`src/rtl/average_sample_feeder_if.sv`:
```
// Sample-feeder bus: upstream valid/ready sample input plus the averager-side strobes and status.
// The slave modport is the feeder's view; master is the environment driving it.
interface average_sample_feeder_if #(
  parameter int W = 8
);
  logic [W-1:0] in_data;
  logic         in_valid;
  logic         in_ready;
  logic         avg_done;
  logic         avg_load;
  logic         start;
  logic [W-1:0] sample;
  logic         busy;
  logic [7:0]   frame_cnt;
  logic         protocol_err;

  modport slave (
    input  in_data,
    input  in_valid,
    input  avg_done,
    input  avg_load,
    output in_ready,
    output start,
    output sample,
    output busy,
    output frame_cnt,
    output protocol_err
  );

  modport master (
    output in_data,
    output in_valid,
    output avg_done,
    output avg_load,
    input  in_ready,
    input  start,
    input  sample,
    input  busy,
    input  frame_cnt,
    input  protocol_err
  );
endinterface

```
`src/rtl/average_sample_feeder.sv`:
```
// Buffers N samples from a valid/ready source, then starts the averager and streams them
// one per avg_load strobe; counts frames and flags stray load strobes.
module average_sample_feeder #(
  parameter int N = 4,
  parameter int W = 8
) (
  input  logic                   clk,
  input  logic                   rst,
  average_sample_feeder_if.slave io_bus
);

  localparam int            PW   = (N > 1) ? $clog2(N) : 1;
  localparam logic [PW-1:0] LAST = PW'(N - 1);

  typedef enum logic [1:0] {
    S_FILL,
    S_WAIT,
    S_START,
    S_STREAM
  } state_t;

  state_t        r_state;
  state_t        w_next_state;
  logic [PW-1:0] r_wr_ptr;
  logic [PW-1:0] w_next_wr_ptr;
  logic [PW-1:0] r_rd_ptr;
  logic [PW-1:0] w_next_rd_ptr;
  logic [7:0]    r_frame_cnt;
  logic [7:0]    w_next_frame_cnt;
  logic          r_protocol_err;
  logic          w_next_protocol_err;
  logic [W-1:0]  r_buf [N];

  logic          w_accept;
  logic          w_in_ready;
  logic          w_start;
  logic          w_busy;
  logic [W-1:0]  w_sample;

  always_ff @(posedge clk or posedge rst) begin
    if (rst) begin
      r_state        <= S_FILL;
      r_wr_ptr       <= '0;
      r_rd_ptr       <= '0;
      r_frame_cnt    <= '0;
      r_protocol_err <= 1'b0;
    end else begin
      r_state        <= w_next_state;
      r_wr_ptr       <= w_next_wr_ptr;
      r_rd_ptr       <= w_next_rd_ptr;
      r_frame_cnt    <= w_next_frame_cnt;
      r_protocol_err <= w_next_protocol_err;
    end
  end

  // in_ready is gated by rst so the source sees no acceptance while reset is held.
  always_comb begin
    w_next_state        = r_state;
    w_next_wr_ptr       = r_wr_ptr;
    w_next_rd_ptr       = r_rd_ptr;
    w_next_frame_cnt    = r_frame_cnt;
    w_next_protocol_err = r_protocol_err |
                          (io_bus.avg_load & (r_state != S_STREAM));
    w_accept            = 1'b0;
    w_in_ready          = 1'b0;
    w_start             = 1'b0;
    w_busy              = 1'b1;
    w_sample            = '0;

    case (r_state)
      S_FILL: begin
        w_busy     = 1'b0;
        w_in_ready = ~rst;
        w_accept   = io_bus.in_valid & w_in_ready;
        if (w_accept) begin
          if (r_wr_ptr == LAST) begin
            w_next_wr_ptr = '0;
            w_next_state  = S_WAIT;
          end else begin
            w_next_wr_ptr = r_wr_ptr + PW'(1);
          end
        end
      end

      S_WAIT: begin
        if (io_bus.avg_done) begin
          w_next_state = S_START;
        end
      end

      S_START: begin
        w_start       = 1'b1;
        w_next_rd_ptr = '0;
        w_next_state  = S_STREAM;
      end

      S_STREAM: begin
        w_sample = r_buf[r_rd_ptr];
        if (io_bus.avg_load) begin
          if (r_rd_ptr == LAST) begin
            w_next_rd_ptr    = '0;
            w_next_frame_cnt = r_frame_cnt + 8'd1;
            w_next_state     = S_FILL;
          end else begin
            w_next_rd_ptr = r_rd_ptr + PW'(1);
          end
        end
      end

      default: begin
        w_next_state = S_FILL;
      end
    endcase
  end

  // Sample storage needs no reset; contents only matter once a full frame is written.
  always_ff @(posedge clk) begin
    if (w_accept) begin
      r_buf[r_wr_ptr] <= io_bus.in_data;
    end
  end

  assign io_bus.in_ready     = w_in_ready;
  assign io_bus.start        = w_start;
  assign io_bus.busy         = w_busy;
  assign io_bus.sample       = w_sample;
  assign io_bus.frame_cnt    = r_frame_cnt;
  assign io_bus.protocol_err = r_protocol_err;

endmodule
```
`src/flat_wrapper.sv`:
```
// flat-port wrapper written by rule: the top's interface ports become plain ports
module average_sample_feeder_flat 
#(
  parameter int N = 4,
  parameter int W = 8
)
  (clk, rst, io_bus_in_data, io_bus_in_valid, io_bus_avg_done, io_bus_avg_load, io_bus_in_ready, io_bus_start, io_bus_sample, io_bus_busy, io_bus_frame_cnt, io_bus_protocol_err);
  average_sample_feeder_if #(.W(W)) io_bus_i ();
  input  logic clk;
  input  logic rst;
  input wire logic [$bits(io_bus_i.in_data)-1:0] io_bus_in_data;
  input wire logic [$bits(io_bus_i.in_valid)-1:0] io_bus_in_valid;
  input wire logic [$bits(io_bus_i.avg_done)-1:0] io_bus_avg_done;
  input wire logic [$bits(io_bus_i.avg_load)-1:0] io_bus_avg_load;
  output wire logic [$bits(io_bus_i.in_ready)-1:0] io_bus_in_ready;
  output wire logic [$bits(io_bus_i.start)-1:0] io_bus_start;
  output wire logic [$bits(io_bus_i.sample)-1:0] io_bus_sample;
  output wire logic [$bits(io_bus_i.busy)-1:0] io_bus_busy;
  output wire logic [$bits(io_bus_i.frame_cnt)-1:0] io_bus_frame_cnt;
  output wire logic [$bits(io_bus_i.protocol_err)-1:0] io_bus_protocol_err;
  assign io_bus_i.in_data = io_bus_in_data;
  assign io_bus_i.in_valid = io_bus_in_valid;
  assign io_bus_i.avg_done = io_bus_avg_done;
  assign io_bus_i.avg_load = io_bus_avg_load;
  assign io_bus_in_ready = io_bus_i.in_ready;
  assign io_bus_start = io_bus_i.start;
  assign io_bus_sample = io_bus_i.sample;
  assign io_bus_busy = io_bus_i.busy;
  assign io_bus_frame_cnt = io_bus_i.frame_cnt;
  assign io_bus_protocol_err = io_bus_i.protocol_err;
  average_sample_feeder #(.N(N), .W(W)) u_core (.clk(clk), .rst(rst), .io_bus(io_bus_i));
endmodule
```
`config.mk`:
```
export PLATFORM = sky130hd
export DESIGN_NAME = average_sample_feeder_flat
export DESIGN_NICKNAME = d
export VERILOG_FILES = /design/src/rtl/average_sample_feeder_if.sv /design/src/rtl/average_sample_feeder.sv /design/src/flat_wrapper.sv
export SDC_FILE = /design/constraint.sdc
export NUM_CORES = 1
export LEC_CHECK = 0
export BUFFER_PORTS_ARGS = -buffer_cell sky130_fd_sc_hd__buf_2
export CAP_MARGIN = 0
export CORE_MARGIN = 4
export CORE_UTILIZATION = 55
export DETAILED_ROUTE_END_ITERATION = 16
export HOLD_SLACK_MARGIN = 0.06
export MAX_ROUTING_LAYER = met4
export PLACE_DENSITY = 0.82
export SETUP_SLACK_MARGIN = 0.15
export SYNTH_ARGS = -nofsm -noshare
export SYNTH_HDL_FRONTEND = slang
export SYNTH_SLANG_ARGS = --single-unit
```
`constraint.sdc`:
```
create_clock -name clk -period 2 [get_ports clk]
set_clock_uncertainty 0.05 [all_clocks]
set_input_delay 0.2 -clock clk [delete_from_list [all_inputs] [get_ports clk]]
set_output_delay 0.2 -clock clk [all_outputs]
set_load 0.01 [all_outputs]
```
* After elaboration in Yosys (flattened, before gate mapping)
Memories as Yosys holds them, arrays and structs flattened.
Index checks and enable logic that the tools add are counted.
** Word-level totals
- Memories kept :: 1
- RAM bits :: 32
- Word-level logic and storage cells :: 47
- Output and inout bits :: 20
- Input bits :: 13
- Flip-flop bits (word level) :: 15
** Memory list
- u_core.r_buf :: words 4, width 8, read ports 1, clocked after memory_dff 0, wr ports 1, RTL line average_sample_feeder.sv:32 : logic [W-1:0] r_buf [N];
** Cells by class
- Reduce and logical (&&, ||, !) cells :: 6
- Multiplexer cells :: 17
- Add/sub/neg operators :: 3
- Eq/ne operators :: 11
- Bitwise logic cells :: 4
** Operators with widths (count)
- 2-bit 2-to-1 mux :: 8
- 8-bit by 1-bit adder with 8-bit output, second input constant :: 1
- 2-bit == test, second input constant :: 4
- 8-bit 2-to-1 mux :: 1
- 2-bit case mux with 4 select lines :: 1
- 1-bit 2-to-1 mux :: 6
- 2-bit by 1-bit != test with 1-bit output, second input constant :: 3
- 2-bit != test, second input constant :: 3
- 5-bit AND reduction :: 1
- 2-bit by 1-bit adder with 2-bit output, second input constant :: 2
- 2-bit case mux with 2 select lines :: 1
- 2-bit AND reduction :: 2
- 3-bit AND reduction :: 1
- 1-bit AND :: 2
- 2-bit by 1-bit == test with 1-bit output, second input constant :: 1
- 2-bit logical NOT :: 1
- 2-bit nonzero test :: 1
- 1-bit NOT :: 1
- 1-bit OR :: 1

* Longest topological paths before layout
Gate-level depths: netlist (run 1).
- Depth after elaboration :: 5
- Gate-level depth with buffers :: 6
- Mapped depth without buffers :: 5

* Worst setup path before layout (run 1)
No wires, ideal clock.
- Kind :: reg2reg
- From :: reg u_core.r_state[0]
- To :: mem u_core.r_buf[3][0] (enable)
- Cell stages (with the launch flop) :: 6
- Setup slack :: 299 ps
- Data required time :: 1618 ps
- Arrival time :: 1319 ps
- Path buffers :: 1
- Clock period less this slack :: 1701 ps
- Setup time :: 332 ps
- Path through :: dfrtp_1 inv_1 ha_1 and3b_2 clkbuf_1 and2_1
** Between the ends
- Longest elaborated chain between the ends :: 4
** RTL lines
- start, declared :: RTL line average_sample_feeder.sv:22 : state_t r_state;
- start signal, assigned :: RTL line average_sample_feeder.sv:48 : r_state <= w_next_state;
- 2-bit logical NOT :: RTL line average_sample_feeder.sv:70 : case (r_state)
- 1-bit 2-to-1 mux :: RTL line average_sample_feeder.sv:70
- 1-bit 2-to-1 mux :: RTL line average_sample_feeder.sv:118 : if (w_accept) begin
- 1-bit 2-to-1 mux (not written as such) :: RTL line average_sample_feeder.sv:119 : r_buf[r_wr_ptr] <= io_bus.in_data;
- end, declared :: RTL line average_sample_feeder.sv:32
No other way between the ends.

* Worst setup path after layout (run 1)
- From :: reg u_core.r_rd_ptr[0]
- To :: out io_bus_sample[3]
** Between the ends
- Longest elaborated chain between the ends :: 2
** RTL lines
- start, declared :: RTL line average_sample_feeder.sv:26 : logic [PW-1:0] r_rd_ptr;
- start signal, assigned :: RTL line average_sample_feeder.sv:50 : r_rd_ptr <= w_next_rd_ptr;
- memory 4 x 8 bit
- 8-bit 2-to-1 mux :: RTL line average_sample_feeder.sv:70
- end, declared :: RTL line flat_wrapper.sv:17 : output wire logic [$bits(io_bus_i.sample)-1:0] io_bus_sample;
No other way between the ends.

==> results of run 1 <==
## state kept, by name (all words and copies together) (netlist names)
| register | count |
|---|---|
| u_core.r_wr_ptr | 2 |
| u_core.io_bus.frame_cnt | 8 |
| u_core.r_state | 2 |
| u_core.r_rd_ptr | 2 |
| u_core.r_buf | 32 |
| u_core.io_bus.protocol_err | 1 |
## metrics by stage
step	util, %	setup slack [ns]	hold slack [ns]
finish	67.7	0.124	0.0740
global route	67.7	0.0504	0.0705
CTS	66.4	0.109	0.0682
detailed placement	63.0	0.203	0.268
global placement	63.0	0.281	0.243
floorplan	-	0.299	0.0515
## worst min path at each step
| stage | end | slack [ns] |
|---|---|---|
| 4_1_cts | u_core.r_buf[2][5]$_DFFE_PP_ | 0.07 |
| 6_report | u_core.r_buf[1][1]$_DFFE_PP_ | 0.07 |
| 3_5_place_dp | u_core.r_state[1]$_DFFE_PP0P_ | 0.27 |
| 3_3_place_gp | u_core.r_wr_ptr[0]$_DFFE_PP0P_ | 0.24 |
| 5_1_grt | u_core.r_buf[3][5]$_DFFE_PP_ | 0.07 |
| 2_1_floorplan | u_core.io_bus.frame_cnt[0]$_DFFE_PP0P_ | 0.05 |
## what timing repair did
| action | CTS | global route |
|---|---|---|
| gates resized for setup | 6 | 12 |
| setup buffers | 1 | 1 |
| hold buffers | 1 | 0 |
| hold endpoints to repair | 15 | 0 |
| setup endpoints to repair | 8 | 41 |
| pin swaps | 8 | 1 |
## layer usage
layer | vias to the layer above | part of all wire [%]
li1 | 560 | -
met1 | 560 | 44
met2 | 29 | 51
met3 | 5 | 3.6
met4 | 0 | 1.1
met5 | - | 0
## worst max-delay path, cell delays in order, from the launching register on
cell and delay (ns):
dfrtp_1 0.42, buf_6 0.16, mux4_2 0.50, and2_4 0.16, buf_6 0.11
## cell families (layout without fill, tap and decap cells)
| kind of cell | count (synthesis) | count (layout) | synth area share [%] |
|---|---|---|---|
| AOI/OAI and AO/OA | 7 | 7 | 3.28 |
| xor gates and xnor gates | 7 | 7 | 2.92 |
| adders and majority gates | 11 | 11 | 6.55 |
| buffers and inverters | 12 | 54 | 2.62 |
| DFF | 47 | 47 | 63.6 |
| muxes | 13 | 13 | 11.3 |
| and+or+nand+nor | 34 | 34 | 9.77 |
## placed cells by master (no fill, tap or decap), types with 5 or more instances in the layout
master | synthesis | routed
nand4_1 | 5 | 5
edfxtp_1 | 32 | 32
clkbuf_8 | 0 | 5
dfrtp_1 | 15 | 15
inv_1 | 7 | 7
buf_2 | 2 | 26
ha_1 | 11 | 11
mux4_2 | 8 | 8
and2_4 | 0 | 6
nand2_1 | 5 | 5
buf_6 | 1 | 8
## synth_stat cells (3+ instances only)
| library cell | n | share of area (%) |
|---|---|---|
| dfrtp_1 | 15 | 18 |
| mux4_2 | 8 | 8.6 |
| ha_1 | 11 | 6.6 |
| nand4_1 | 5 | 1.5 |
| mux2i_1 | 3 | 1.4 |
| inv_1 | 7 | 1.3 |
| xor2_1 | 3 | 1.3 |
| xnor2_1 | 4 | 1.7 |
| edfxtp_1 | 32 | 46 |
| nor2_1 | 4 | 0.71 |
| nand2_1 | 5 | 0.89 |
| and2_1 | 12 | 3.6 |
## power groups by stage
stage,clock (W),combinational (W),sequential (W)
final,0.000540,0.00109,0.00121
after global routing,0.000597,0.00120,0.00122
after CTS,0.000550,0.00102,0.00121
after detailed placement,0,0.000962,0.00123
after global placement,0,0.000918,0.00122
after floorplan,0,0.000694,0.00122
## layout make-up
cell class / count / area [um^2]
clock inverters: 2 / 12.5
fillers: 264 / 1190
multi-input cells: 72 / 729
inverters: 7 / 26.3
clock buffers: 6 / 72.6
repair buffers: 39 / 260
well taps: 48 / 60.1
flip-flops and latches: 47 / 1340
==> qor.csv, run 1 <==
stage,metric,value,unit
critical_path,Worst setup SP type,register,
floorplanning,die footprint,4870,um^2
global_routing,grt total ovfl,0,
routing,detailed-route via count,1154,
global_routing,busiest grt layer,met2,
floorplanning,core area,3690,um^2
clock_tree,clk sinks,47,
synth,Mapped Area,2100,um^2
critical_path,CP Capture Type,output port,
synth,"Distinct cells, synth",30,
sta,worst slew pin tran,0.585,ns
sta,minimum clock period,1.88,ns
critical_path,crit path to,io_bus_sample[3],
clock_tree,Worst-Skew Late Latency,0.29,ns
power,Lkg Pwr,1.06,nW
clock_tree,Clock transition at path regs,0.08,ns
power,Power Density,1140,nW/um^2
synth,Synth Warn #,0,
finish,Nets,196,
job,Max Cap Viol,0,
synth,Synth Instances,131,
routing,WL per Instance,15.4,um
clock_tree,clock root cell,clkbuf_8,
sta,Final Max Slew Viols,0,
routing,DRC Markers,0,
power,clock share of power,19.0,%
floorplanning,die height,69.8,um
routing,Pre-antenna DRT Iters,4,
critical_path,CP arrival,1.63,ns
global_routing,first-pass GRT wire length,5920,um
global_routing,Tot GR Track Use,15.9,%
global_routing,vias in the first global route,1220,
critical_path,"Req. time, crit path",1.75,ns
synth,Yosys reg bits,47,
sta,RSZ-0062 raised after global routing,yes,
sta,Fmax,0.533,GHz
critical_path,"setup slack, reg-to-reg",0.32,ns
placed_design,routability congestion estimate,0.802,
clock_tree,Max clock buf depth,2,
min_path,WHS Path Cells,1,
sta,final setup violation count,0,
power,Seq pwr share,42.6,%
sta,"Hold Vio Cnt, Final",0,
critical_path,Reg-to-Reg Start,u_core.r_state[0]$_DFFE_PP0P_,
finish,Finished Cell Area,2500,um^2
global_routing,met2 Use GR,26.2,%
min_path,Hold Crit Class,in2reg,
global_routing,initial antenna violation count,0,
critical_path,worst setup path startpoint,u_core.r_rd_ptr[0]$_DFFE_PP0P_,
synth,Post-synth EDFFs,32,
routing,Iteration-0 DRC Markers,69,
routing,Vias/cell,5.22,
placed_design,dpl hpwl,2510,um
floorplanning,# IOs,33,
min_path,worst hold start,io_bus_in_data[1],
clock_tree,TritonCTS Buffers,5,
finish,Final Non-Filler Cells,221,
routing,Post-Route WL,3400,um
clock_tree,CTS tree,yes,
routing,DRT antenna net count,0,
synth,synthesized area per cell,16.0,um^2
power,Logic pwr share,38.4,%
placed_design,Area after DPL,2320,um^2
finish,antenna diode count,0,
synth,sequential-to-total area share from yosys stat,63.6,%
critical_path,Worst R2R End,u_core.r_state[1]$_DFFE_PP0P_,
placed_design,Post-Place Cells,210,
synth,Synth async-reset ratio,31.9,%
sta,Final Cycle Share,93.8,%
sta,Max-Slew Margin vs Limit,60.9,%
outcome,status,"finished, final reports clean",
power,Internal,0.00198,W
critical_path,Worst Setup Path Type,reg2out,
global_routing,met3 Use GR,4.06,%
placed_design,Buffers on Ports,32,
power,Final Power,0.00285,W
critical_path,crit-path max FO,5,
critical_path,worst reg-to-reg path cell count,4,
power,switching pwr,0.000865,W
sta,setup TNS,0,ns
finish,"Area growth, synth to finish",18.9,%
floorplanning,Placement Rows,22,
clock_tree,Max H-tree Level,2,
power,worst vdd ir,0.000759,V
synth,Synth Net Count,155,
finish,share of cells above drive strength 1,39.9,%
floorplanning,DIE WIDTH,69.8,um
floorplanning,Initial Util,57.0,%
global_routing,GR Util met1,19.4,%
synth,main flop type after synthesis,edfxtp_1,
global_routing,largest net degree at the start of global routing,16,
power,switching share of total power,30.4,%
(Power assumes the default switching activity.)
==> run 2, diff against run 1 <==
BUFFER_PORTS_ARGS = not set   (was -buffer_cell sky130_fd_sc_hd__buf_2)
CORE_UTILIZATION = 58   (was 55)
DONT_BUFFER_PORTS = 1   (was not set)
PLACE_DENSITY = 0.74   (was 0.82)
==> run 2 against run 1 <==
- setup slack improved by 0.0064 ns
- cell area decreased by 5.3%
- register-to-register slack got worse by 0.08 ns
- sequential cell count unchanged
- critical endpoint unchanged
==> qor.csv, run 2 (synthesis gave the netlist of run 1 again) <==
stage,metric,value,unit
routing,DRC Markers,0,
floorplanning,# IOs,33,
finish,max reg flops,32,
power,Lkg Pwr,0.927,nW
critical_path,CP arrival,1.62,ns
clock_tree,TritonCTS Buffers,5,
sta,setup TNS,0,ns
sta,Final Cycle Share,93.5,%
finish,"commonest non-fill, non-tap cell in the layout",edfxtp_1,
sta,Final Max Slew Viols,0,
clock_tree,Clock transition at path regs,0.13,ns
power,Power Density,1090,nW/um^2
floorplanning,core area,3420,um^2
power,Seq pwr share,47.0,%
floorplanning,die height,68.2,um
critical_path,Worst setup SP type,register,
floorplanning,DIE WIDTH,68.2,um
global_routing,Tot GR Track Use,17.4,%
global_routing,grt total ovfl,0,
sta,hold_ws,0.0954,ns
routing,Vias/cell,5.58,
power,Final Power,0.00259,W
global_routing,met3 Use GR,5.75,%
clock_tree,Max H-tree Level,2,
finish,Reg with most FFs,u_core.r_buf,
job,Max Cap Viol,0,
power,clock share of power,16.2,%
outcome,status,"finished, final reports clean",
finish,Filler Cell Count,232,
routing,WL per Instance,16.6,um
finish,Nets,173,
clock_tree,clock root cell,clkbuf_4,
power,Logic pwr share,36.9,%
routing,detailed-route via count,1093,
critical_path,CP max-delay cell,mux4_2,
sta,final setup violation count,0,
critical_path,Worst Setup Path Type,reg2out,
floorplanning,Placement Rows,21,
global_routing,GR Util met1,21.9,%
power,switching share of total power,31.0,%
global_routing,vias in the first global route,1121,
routing,Post-Route WL,3260,um
sta,worst slew pin tran,0.573,ns
global_routing,met2 Use GR,25.9,%
finish,antenna diode count,0,
clock_tree,CTS tree,yes,
global_routing,initial antenna violation count,0,
finish,most frequent cells in the layout,"32 x edfxtp_1, 15 x dfrtp_1, 11 x dlygate4sd3_1, 10 x ha_1",
routing,Pre-antenna DRT Iters,4,
sta,"Hold Vio Cnt, Final",0,
placed_design,Buffers on Ports,0,
routing,DRT antenna net count,0,
sta,RSZ-0062 raised after global routing,yes,
placed_design,Area after DPL,2150,um^2
critical_path,"CP delay by family, top",multiplexers,
finish,share of cells above drive strength 1,26.7,%
critical_path,worst path cell trace,buf_8 -> mux4_2 -> and2_4,
sta,minimum clock period,1.87,ns
routing,Iteration-0 DRC Markers,64,
min_path,Hold Crit Class,in2reg,
finish,"Area growth, synth to finish",12.6,%
global_routing,first-pass GRT wire length,5510,um
sta,Final WS setup,0.130,ns
placed_design,dpl ws,0.183,ns
critical_path,Critical Path Max Stage Delay,0.50,ns
power,worst vdd ir,0.000613,V
clock_tree,Worst-Skew Late Latency,0.35,ns
global_routing,busiest grt layer,met2,
floorplanning,Initial Util,61.5,%
power,Internal,0.00178,W
critical_path,WP buf/inv,1,
finish,Finished Cell Area,2370,um^2
critical_path,crit-path max FO,8,
sta,Max-Slew Margin vs Limit,61.8,%
placed_design,dpl hpwl,2310,um
power,switching pwr,0.000802,W
clock_tree,clk sinks,47,
critical_path,"Req. time, crit path",1.75,ns
clock_tree,Max clock buf depth,2,
global_routing,largest net degree at the start of global routing,16,
sta,Fmax,0.535,GHz
critical_path,CP Capture Type,output port,
floorplanning,die footprint,4650,um^2
placed_design,routability congestion estimate,0.728,
-- run 2: cell count changes in the layout (fill, tap and decap cells not counted), moves of 2 or more --
| cell | previous run | this run |
|---|---|---|
| buf_2 | 26 | 0 |
| clkbuf_8 | 5 | 0 |
| and2_1 | 2 | 0 |
| clkbuf_4 | 0 | 5 |
| buf_6 | 8 | 0 |
| dlygate4sd3_1 | 1 | 11 |
| and2_4 | 6 | 8 |
-- run 2: final cells by class --
| cell class | count | area, um^2 | share of cell area, % |
|---|---|---|---|
| clock inverters | 2 | 12.5 | 0.529 |
| inverters | 7 | 26.3 | 1.11 |
| clock buffers | 6 | 41.3 | 1.75 |
| repair buffers | 16 | 155 | 6.56 |
| multi-input cells | 72 | 737 | 31.1 |
| flip-flops and latches | 47 | 1340 | 56.5 |
| well taps | 46 | 57.6 | 2.43 |
-- run 2: repair_timing --
action                                  CTS  global route
hold buffers                             11             0
cloned                                    0             0
pin swaps                                 5             1
hold endpoints to repair                 51             0
buffers inserted                          1             1
gates resized for setup                   9             6
endpoints found under the setup margin    8            41
-- run 2: tightest hold or removal path, stage by stage --
cell and delay (ns):
nand4_1 0.09, nor2_1 0.06, xor2_1 0.11
-- run 2: layer usage --
metal	up-vias	share of wire, %
li1	513	-
met1	541	42
met2	33	50
met3	6	6.4
met4	0	1.7
met5	-	0
-- run 2: stage by stage --
step	utilization (%)	instances
finish	69.3	196
global placement	63.0	175
CTS	68.7	195
global route	69.3	196
floorplan	-	131
detailed placement	63.0	175
-- run 2: path summary, 6_finish.rpt --
path | cells past startpoint | end | slack [ns] | start
max | 3 | io_bus_sample[3] | 0.13 | u_core.r_rd_ptr[0]$_DFFE_PP0P_
min | 3 | u_core.io_bus.frame_cnt[5]$_DFFE_PP0P_ | 0.1 | io_bus_avg_load
max reg2reg | 5 | u_core.r_state[1]$_DFFE_PP0P_ | 0.24 | u_core.r_rd_ptr[0]$_DFFE_PP0P_
min reg2reg | 1 | u_core.io_bus.frame_cnt[7]$_DFFE_PP0P_ | 0.50 | u_core.io_bus.frame_cnt[7]$_DFFE_PP0P_
max in group asynchronous | 2 | u_core.r_wr_ptr[0]$_DFFE_PP0P_ | 1.25 | rst
min in group asynchronous | 2 | u_core.io_bus.frame_cnt[1]$_DFFE_PP0P_ | 0.27 | rst
-- run 2: power groups by stage --
stage | sequential [W] | combinational (W) | clock (W)
floorplan | 0.00122 | 0.000694 | 0
global placement | 0.00123 | 0.000813 | 0
detailed placement | 0.00124 | 0.000831 | 0
CTS | 0.00121 | 0.000937 | 0.000441
global route | 0.00123 | 0.00107 | 0.000485
finish | 0.00121 | 0.000954 | 0.000418
